File: config.mk
export PLATFORM = sky130hd
export DESIGN_NAME = muldiv_ctrl
export DESIGN_NICKNAME = d
export VERILOG_FILES = /design/src/rtl/muldiv_ctrl.sv
export SDC_FILE = /design/constraint.sdc
export NUM_CORES = 1
export LEC_CHECK = 0
export BUFFER_PORTS_ARGS = -buffer_cell sky130_fd_sc_hd__buf_2
export CAP_MARGIN = 5
export CORE_MARGIN = 10
export CORE_UTILIZATION = 48
export DETAILED_ROUTE_END_ITERATION = 16
export PLACE_DENSITY = 0.82
export SYNTH_ARGS = -nofsm -noshare
export SYNTH_HDL_FRONTEND = slang
export SYNTH_SLANG_ARGS = --single-unit
export TNS_END_PERCENT = 5
File: constraint.sdc
create_clock -name clk -period 3.5 [get_ports clk]
set_input_delay 0.175 -clock clk [delete_from_list [all_inputs] [get_ports clk]]
set_output_delay 0.175 -clock clk [all_outputs]
set_load 0.02 [all_outputs]
File: src/rtl/muldiv_ctrl.sv
// rtl/muldiv_ctrl.sv - RV32M sequencer between the ex stage and the iterative mul/div unit
// Resolves divide special cases locally, runs the unit handshake with a busy watchdog.
module muldiv_ctrl #(
   parameter int TIMEOUT_CYCLES = 64,
   parameter int CNT_W          = 7
) (
   input  logic        clk,
   input  logic        rst,
   input  logic        req_i,
   input  logic [2:0]  op_i,
   input  logic [31:0] operand1_i,
   input  logic [31:0] operand2_i,
   input  logic        advance_i,
   input  logic        flush_i,
   input  logic        muldiv_done_i,
   input  logic [63:0] muldiv_result_i,
   output logic        muldiv_start_o,
   output logic        muldiv_abort_o,
   output logic [31:0] muldiv_dividend_o,
   output logic [31:0] muldiv_divisor_o,
   output logic        mul_or_div_o,
   output logic        muldiv_reg1_signed0_unsigned1,
   output logic        muldiv_reg2_signed0_unsigned1,
   output logic [31:0] result_o,
   output logic        result_valid_o,
   output logic        stall_req_o,
   output logic        timeout_err_o
);

   localparam logic OP_MUL   = 1'b0;
   localparam logic UNSIGNED = 1'b1;

   typedef enum logic [1:0] {S_IDLE, S_BUSY, S_DONE} state_t;

   state_t            r_state;
   state_t            w_next;
   logic [CNT_W-1:0]  r_cnt;
   logic [2:0]        r_op;
   logic [31:0]       r_op1;
   logic [31:0]       r_op2;
   logic              r_mod;
   logic              r_uns1;
   logic              r_uns2;
   logic [31:0]       r_result;
   logic              r_terr;

   logic              w_div_zero;
   logic              w_div_ovf;
   logic              w_special;
   logic [31:0]       w_fast_result;
   logic              w_uns1;
   logic              w_uns2;
   logic              w_cnt_max;
   logic              w_sel_lo;
   logic [31:0]       w_unit_word;
   logic              w_abort;
   logic              w_accept;
   logic              w_timeout;
   logic              w_res_ld;
   logic [31:0]       w_res_nxt;

   // op_i[2]: divide family, op_i[1]: remainder, op_i[0]: unsigned divide
   assign w_div_zero = (operand2_i == 32'h0000_0000);
   assign w_div_ovf  = ~op_i[0] & (operand1_i == 32'h8000_0000) & (operand2_i == 32'hFFFF_FFFF);
   assign w_special  = op_i[2] & (w_div_zero | w_div_ovf);

   always_comb begin
      w_fast_result = 32'h0000_0000;
      if (w_div_zero)
         w_fast_result = op_i[1] ? operand1_i : 32'hFFFF_FFFF;
      else
         w_fast_result = op_i[1] ? 32'h0000_0000 : 32'h8000_0000;
   end

   assign w_uns1 = (op_i == 3'd0) | (op_i == 3'd3) | (op_i == 3'd5) | (op_i == 3'd7);
   assign w_uns2 = w_uns1 | (op_i == 3'd2);

   assign w_cnt_max   = (r_cnt == CNT_W'(TIMEOUT_CYCLES - 1));
   assign w_sel_lo    = (r_op == 3'd0) | (r_op[2:1] == 2'b11);
   assign w_unit_word = w_sel_lo ? muldiv_result_i[31:0] : muldiv_result_i[63:32];

   always_comb begin
      w_next    = r_state;
      w_abort   = 1'b0;
      w_accept  = 1'b0;
      w_timeout = 1'b0;
      w_res_ld  = 1'b0;
      w_res_nxt = 32'h0000_0000;
      case (r_state)
         S_IDLE: begin
            if (req_i && !flush_i) begin
               if (w_special) begin
                  w_next    = S_DONE;
                  w_res_ld  = 1'b1;
                  w_res_nxt = w_fast_result;
               end else begin
                  w_next   = S_BUSY;
                  w_accept = 1'b1;
               end
            end
         end
         S_BUSY: begin
            if (flush_i) begin
               w_next  = S_IDLE;
               w_abort = 1'b1;
            end else if (muldiv_done_i) begin
               w_next    = S_DONE;
               w_res_ld  = 1'b1;
               w_res_nxt = w_unit_word;
            end else if (w_cnt_max) begin
               w_next    = S_DONE;
               w_abort   = 1'b1;
               w_timeout = 1'b1;
               w_res_ld  = 1'b1;
            end
         end
         S_DONE: begin
            if (flush_i || advance_i)
               w_next = S_IDLE;
         end
         default: w_next = S_IDLE;
      endcase
   end

   always_ff @(posedge clk or posedge rst) begin
      if (rst) begin
         r_state  <= S_IDLE;
         r_cnt    <= '0;
         r_op     <= 3'd0;
         r_op1    <= 32'h0000_0000;
         r_op2    <= 32'h0000_0000;
         r_mod    <= OP_MUL;
         r_uns1   <= UNSIGNED;
         r_uns2   <= UNSIGNED;
         r_result <= 32'h0000_0000;
         r_terr   <= 1'b0;
      end else begin
         r_state <= w_next;
         // counter is zero on the first BUSY cycle, so the watchdog fires on cycle TIMEOUT_CYCLES
         if (r_state == S_BUSY)
            r_cnt <= r_cnt + CNT_W'(1);
         else
            r_cnt <= '0;
         if (w_accept) begin
            r_op   <= op_i;
            r_op1  <= operand1_i;
            r_op2  <= operand2_i;
            r_mod  <= op_i[2];
            r_uns1 <= w_uns1;
            r_uns2 <= w_uns2;
         end
         if (flush_i)
            r_result <= 32'h0000_0000;
         else if (w_res_ld)
            r_result <= w_res_nxt;
         if (w_timeout)
            r_terr <= 1'b1;
      end
   end

   assign muldiv_start_o                = (r_state == S_BUSY);
   assign muldiv_abort_o                = w_abort;
   assign muldiv_dividend_o             = r_op1;
   assign muldiv_divisor_o              = r_op2;
   assign mul_or_div_o                  = r_mod;
   assign muldiv_reg1_signed0_unsigned1 = r_uns1;
   assign muldiv_reg2_signed0_unsigned1 = r_uns2;
   assign result_o                      = r_result;
   assign result_valid_o                = (r_state == S_DONE);
   assign stall_req_o                   = req_i & ~flush_i & (r_state != S_DONE);
   assign timeout_err_o                 = r_terr;

endmodule

# After elaboration in Yosys (flattened, before gate mapping)
# Cells that the tools add are included.
# totals
register_bits	112
output_inout_bits	104
elab_cells	79
# op_classes
addsub	1
n_eq_ne	14
n_mux	32
bitwise	13
n_reduce_logical	9
# op_table
op	count
2-to-1 mux 32 bit	9
== test 32 bit (second input constant)	2
case mux 32 bit (2 select lines)	1
logical NOT 32 bit	1
2-to-1 mux 1 bit	13
2-to-1 mux 2 bit	6
adder 7 x 1 -> 7 bit (second input constant)	1
== test 7 x 6 -> 1 bit (second input constant)	1
2-to-1 mux 7 bit	1
== test 3 x 2 -> 1 bit (second input constant)	2
== test 3 bit (second input constant)	2
logical NOT 3 bit	2
bitwise OR 1 bit	6
case mux 2 bit (3 select lines)	1
bitwise AND 1 bit	5
== test 2 bit (second input constant)	2
!= test 2 bit (second input constant)	2
!= test 4 x 3 -> 1 bit (second input constant)	1
AND reduction 3 bit	1
== test 2 x 1 -> 1 bit (second input constant)	1
logical NOT 2 bit	1
!= test 2 x 1 -> 1 bit (second input constant)	1
NOT 1 bit	2
case mux 1 bit (2 select lines)	1
other kinds (4)	4

# Depth between registers and ports, before layout
# logic_depth
ltp_word	10
mapped_depth	8

# Least setup slack after synthesis
# OpenSTA, ideal clock, no wires.
# synth_path
path_type	in2reg
startpoint	in operand1_i[19]
endpoint	reg r_op1[26] (netlist: muldiv_dividend_o[26])
arrival_ns	2.187
path_slack_ns	1.188
stages	8
n_path_buf	2
cell_sequence	or4_1 -> or4_4 -> nor4_4 -> a21o_4 -> a21oi_2 -> buf_6 -> buf_6 -> mux2_4
# synth_between
elab_chain_cells	8
# synth_lines
element	line	rtl
start: declaration	11	input logic [31:0] operand1_i,
== test 32 bit	64	assign w_div_ovf = ~op_i[0] & (operand1_i == 32'h8000_0000) & (operand2_i == 32'hFFFF_FFFF);
bitwise AND 1 bit (2 in series)	64	
bitwise OR 1 bit	65	assign w_special = op_i[2] & (w_div_zero | w_div_ovf);
bitwise AND 1 bit	65	
2-to-1 mux 1 bit	92	if (w_special) begin
2-to-1 mux 1 bit	91	if (req_i && !flush_i) begin
2-to-1 mux 1 bit	89	case (r_state)
end signal: assignment	146	r_op1 <= operand1_i;
end: declaration	39	logic [31:0] r_op1;
# Every way passes these cells.
# A chain may end at the register's enable or synchronous reset.

# Worst setup path in the final report
# layout_path
startpoint	in operand1_i[19]
endpoint	reg r_result[8] (netlist: result_o[8])
# layout_between
elab_chain_cells	10
word_cells_on_any_way	14
cone_classes	1 x eq/ne; 8 x mux; 4 x bitwise; 1 x reduce/logical
# layout_lines
element	line	rtl
== test 32 bit *	64	
bitwise AND 1 bit * (2 in series)	64	
bitwise OR 1 bit *	65	
bitwise AND 1 bit *	65	
2-to-1 mux 32 bit	92	
2-to-1 mux 32 bit	91	
case mux 32 bit (2 select lines)	89	
2-to-1 mux 32 bit	154	else if (w_res_ld)
2-to-1 mux 32 bit	152	if (flush_i)
end signal: assignment	155	r_result <= w_res_nxt;
end: declaration	44	logic [31:0] r_result;
# Mark *: on every way between the ends. The rest lies on a longest branch, timed or not. The select of a mux whose other input is x is not followed.

==> results.yml <==
worst_hold_path:
  hold_depth: 2
  holdPathEnd: "muldiv_divisor_o[20]$_DFFE_PP0P_"
  hold_start: "operand2_i[20]"
  hold_class: "in -> reg"
sta:
  period_needed_ps: 2515
  finalSetupViolCount: 0
  maxSlewHeadroom: 0.2255
  slew_violations: 0
  timing.final.crit_share: 0.7187
  timing.fmax_mhz: 397.5
  tns_ps: 0
  timing.hold.ws_ps: 57.80
  clock_skew_ps: 13.51
  rsz0062_at_grt: "no"
  worst_pin_slew_ps: 1162
  final-hold-violation-count: 0
cts:
  postCtsResizedCells: 0
  htree_levels: 3
  cts_tree: "built"
  cts_max_path_buffers: 2
  root_buffer: "clkbuf_8"
  cts_buffers: 9
  clkTransAtPathRegs_ps: 110
  clk_latency_ps: 370
  cts_sinks: 111
worst_setup_path:
  r2r_slack_ps: 1030
  critPathMaxFanout: 21
  crit_type: "in -> reg"
  crit_path_end_kind: "flip-flop"
  reg2reg_to: "result_o[8]$_DFFE_PP0P_"
  r2r_cells: 6
  crit_required_ps: 3740
  reg2reg_from: "r_state[1]$_DFFE_PP0P_"
  arrival_ps: 2760
  crit_start: "operand1_i[19]"
  startpoint_type: "input pin"
grt:
  grt_overflow: 0
  grt_pass1_vias: 5287
  track_usage: 0.2208
  grt_first_pass_wirelength_mm: 28.43
  antenna_found_initial: 0
  grt_max_degree: 69
final_layout:
  area_growth_pct: 28.07
  drive_gt1_frac: 0.4685
  fill_cells: 899
  antenna_cells: 0
  utilization: 0.6328
  fin_area_sq_um: 6890
  nets: 863
synth:
  ys_async_sr_fraction: 1.000
  yosysTopAreaCellShare: 0.5070
  syn-num-nets: 638
  synth_edf_count: 0
  synth_most_common_cell: "dfrtp_1"
  yosys.area.top_type: "dfrtp_1"
  yosys-top-cells-count: "109 x dfrtp_1, 69 x a21oi_1, 67 x nand2_1, 49 x mux2_2"
  post_synth.cell_area_avg_sq_um: 10.76
  synth_area_sq_um: 5380
  ys_types: 43
  synthFlopType: "dfrtp_1"
  synth_area_leaders: "dfrtp_1 51%, mux2_2 10%, a21oi_1 6.4%"
  yosysWarnings: 0
  seq_area_frac_synth: 0.5167
  netlist_instances: 500
  synth-seq-cells: 111
placement:
  placed_area_sq_um: 6688
  hpwlAfterDp_mm: 14.48
  gp_congestion: 0.8582
  portBuffers: 240
floorplan:
  dieArea_sq_um: 15840
  num_rows: 38
  chipHeight_um: 125.9
  io_pins: 241
  dieWidth_um: 125.9
  coreArea_sq_um: 10890
  start_util: 0.4941
drt:
  dr_total_vias: 4902
  wl_per_cell_um: 21.06
  wirelength_mm: 18.32
  drtIter0Drc: 319
  drtAntennaViolNets: 0
  viasPerCell: 5.634
  drc: 0
  drt_pass1_iterations: 5
status:
  status: "complete, no violations"
power_and_ir_drop:
  vdd_drop_max_uv: 374.8
  cellPowerDensity_nw_per_um2: 502.4
  leakage_uw: 0.003374
flow_run:
  drv_cap: 0
[final cells by class]
type,instances,area [sq um],share of cell area
Sequential cell,111,2780,0.4035
Multi-Input combinational cell,349,2441,0.3543
Timing Repair Buffer,248,1276,0.1852
Tap cell,140,175.2,0.02542
Clock buffer,12,165.2,0.02397
Clock inverter,4,27.53,0.003995
Inverter,6,25.02,0.003632
[cell usage in the layout (no fill, tap or decap), types with 3 or more instances in the layout]
cell type and instances:
mux2_2 49, o21ai_0 5, mux2_4 18, a31oi_1 31, nand3_1 6, nor3_1 5, nand2_1 67, nor2_1 11
nand4_1 7, a21oi_1 68, inv_1 5, nor4b_1 4, nor3b_1 31, dfrtp_1 109, buf_4 6, clkbuf_8 12
buf_2 240, nor4_1 10, or3_1 3
[state kept, by name (all words and copies together), names as in the netlist]
register,cells
r_op,3
muldiv_dividend_o,32
muldiv_reg1_signed0_unsigned1,1
r_cnt,7
timeout_err_o,1
r_state,2
muldiv_divisor_o,32
result_o,32
muldiv_reg2_signed0_unsigned1,1
[routing by layer]
layer	track usage	routed length [um]
met1	0.2481	7148
met2	0.3720	8938
met3	0.08305	1822
met4	0.08774	409
met5	0	0
[where the power goes]
part,switching [uW],internal (uW)
sequential,125,1490
combinational,656,438
clock,438,320
[what timing repair did]
| item | 4_1_cts | 5_1_grt |
|---|---|---|
| hold endpoints to repair | 54 | 0 |
| buffers inserted | 0 | 0 |
| hold buffers | 1 | 0 |
| endpoints found under the setup margin | 0 | 0 |
[how the worst max path moves through the flow]
| stage | slack, ps | to | cells past startpoint |
|---|---|---|---|
| detailed placement | 640 | result_o[8]$_DFFE_PP0P_ | 8 |
| global placement | 780 | result_o[19]$_DFFE_PP0P_ | 8 |
| CTS | 1060 | result_o[8]$_DFFE_PP0P_ | 8 |
| floorplan | 400 | muldiv_dividend_o[0]$_DFFE_PP0P_ | 1 |
| finish | 980 | result_o[8]$_DFFE_PP0P_ | 8 |
| global route | 830 | result_o[8]$_DFFE_PP0P_ | 6 |
[per-stage QoR]
stage,total power [uW],cells,setup WS (ps)
finish,3462,870,984.6
global route,3616,870,833.1
CTS,3483,870,1055
detailed placement,2733,853,642.8
global placement,2693,853,775.3
floorplan,2279,500,397.7
[logic make-up after synthesis]
kind of cell,share of synthesized area
and+or+nand+nor,0.1667
AOI/OAI and AO/OA,0.1216
DFF,0.5167
muxes,0.1547
buffers and inverters,0.03302
xor gates and xnor gates,0.004885
adders and majority gates,0.002325
[worst max-delay path: stages]
cell and delay, ps:
buf_2 120, or4_1 560, or4_4 520, nor4_4 190, nand4_1 460, buf_4 400
a31oi_1 220, a21oi_1 110
Note: power is estimated with default switching activity, not from simulation.
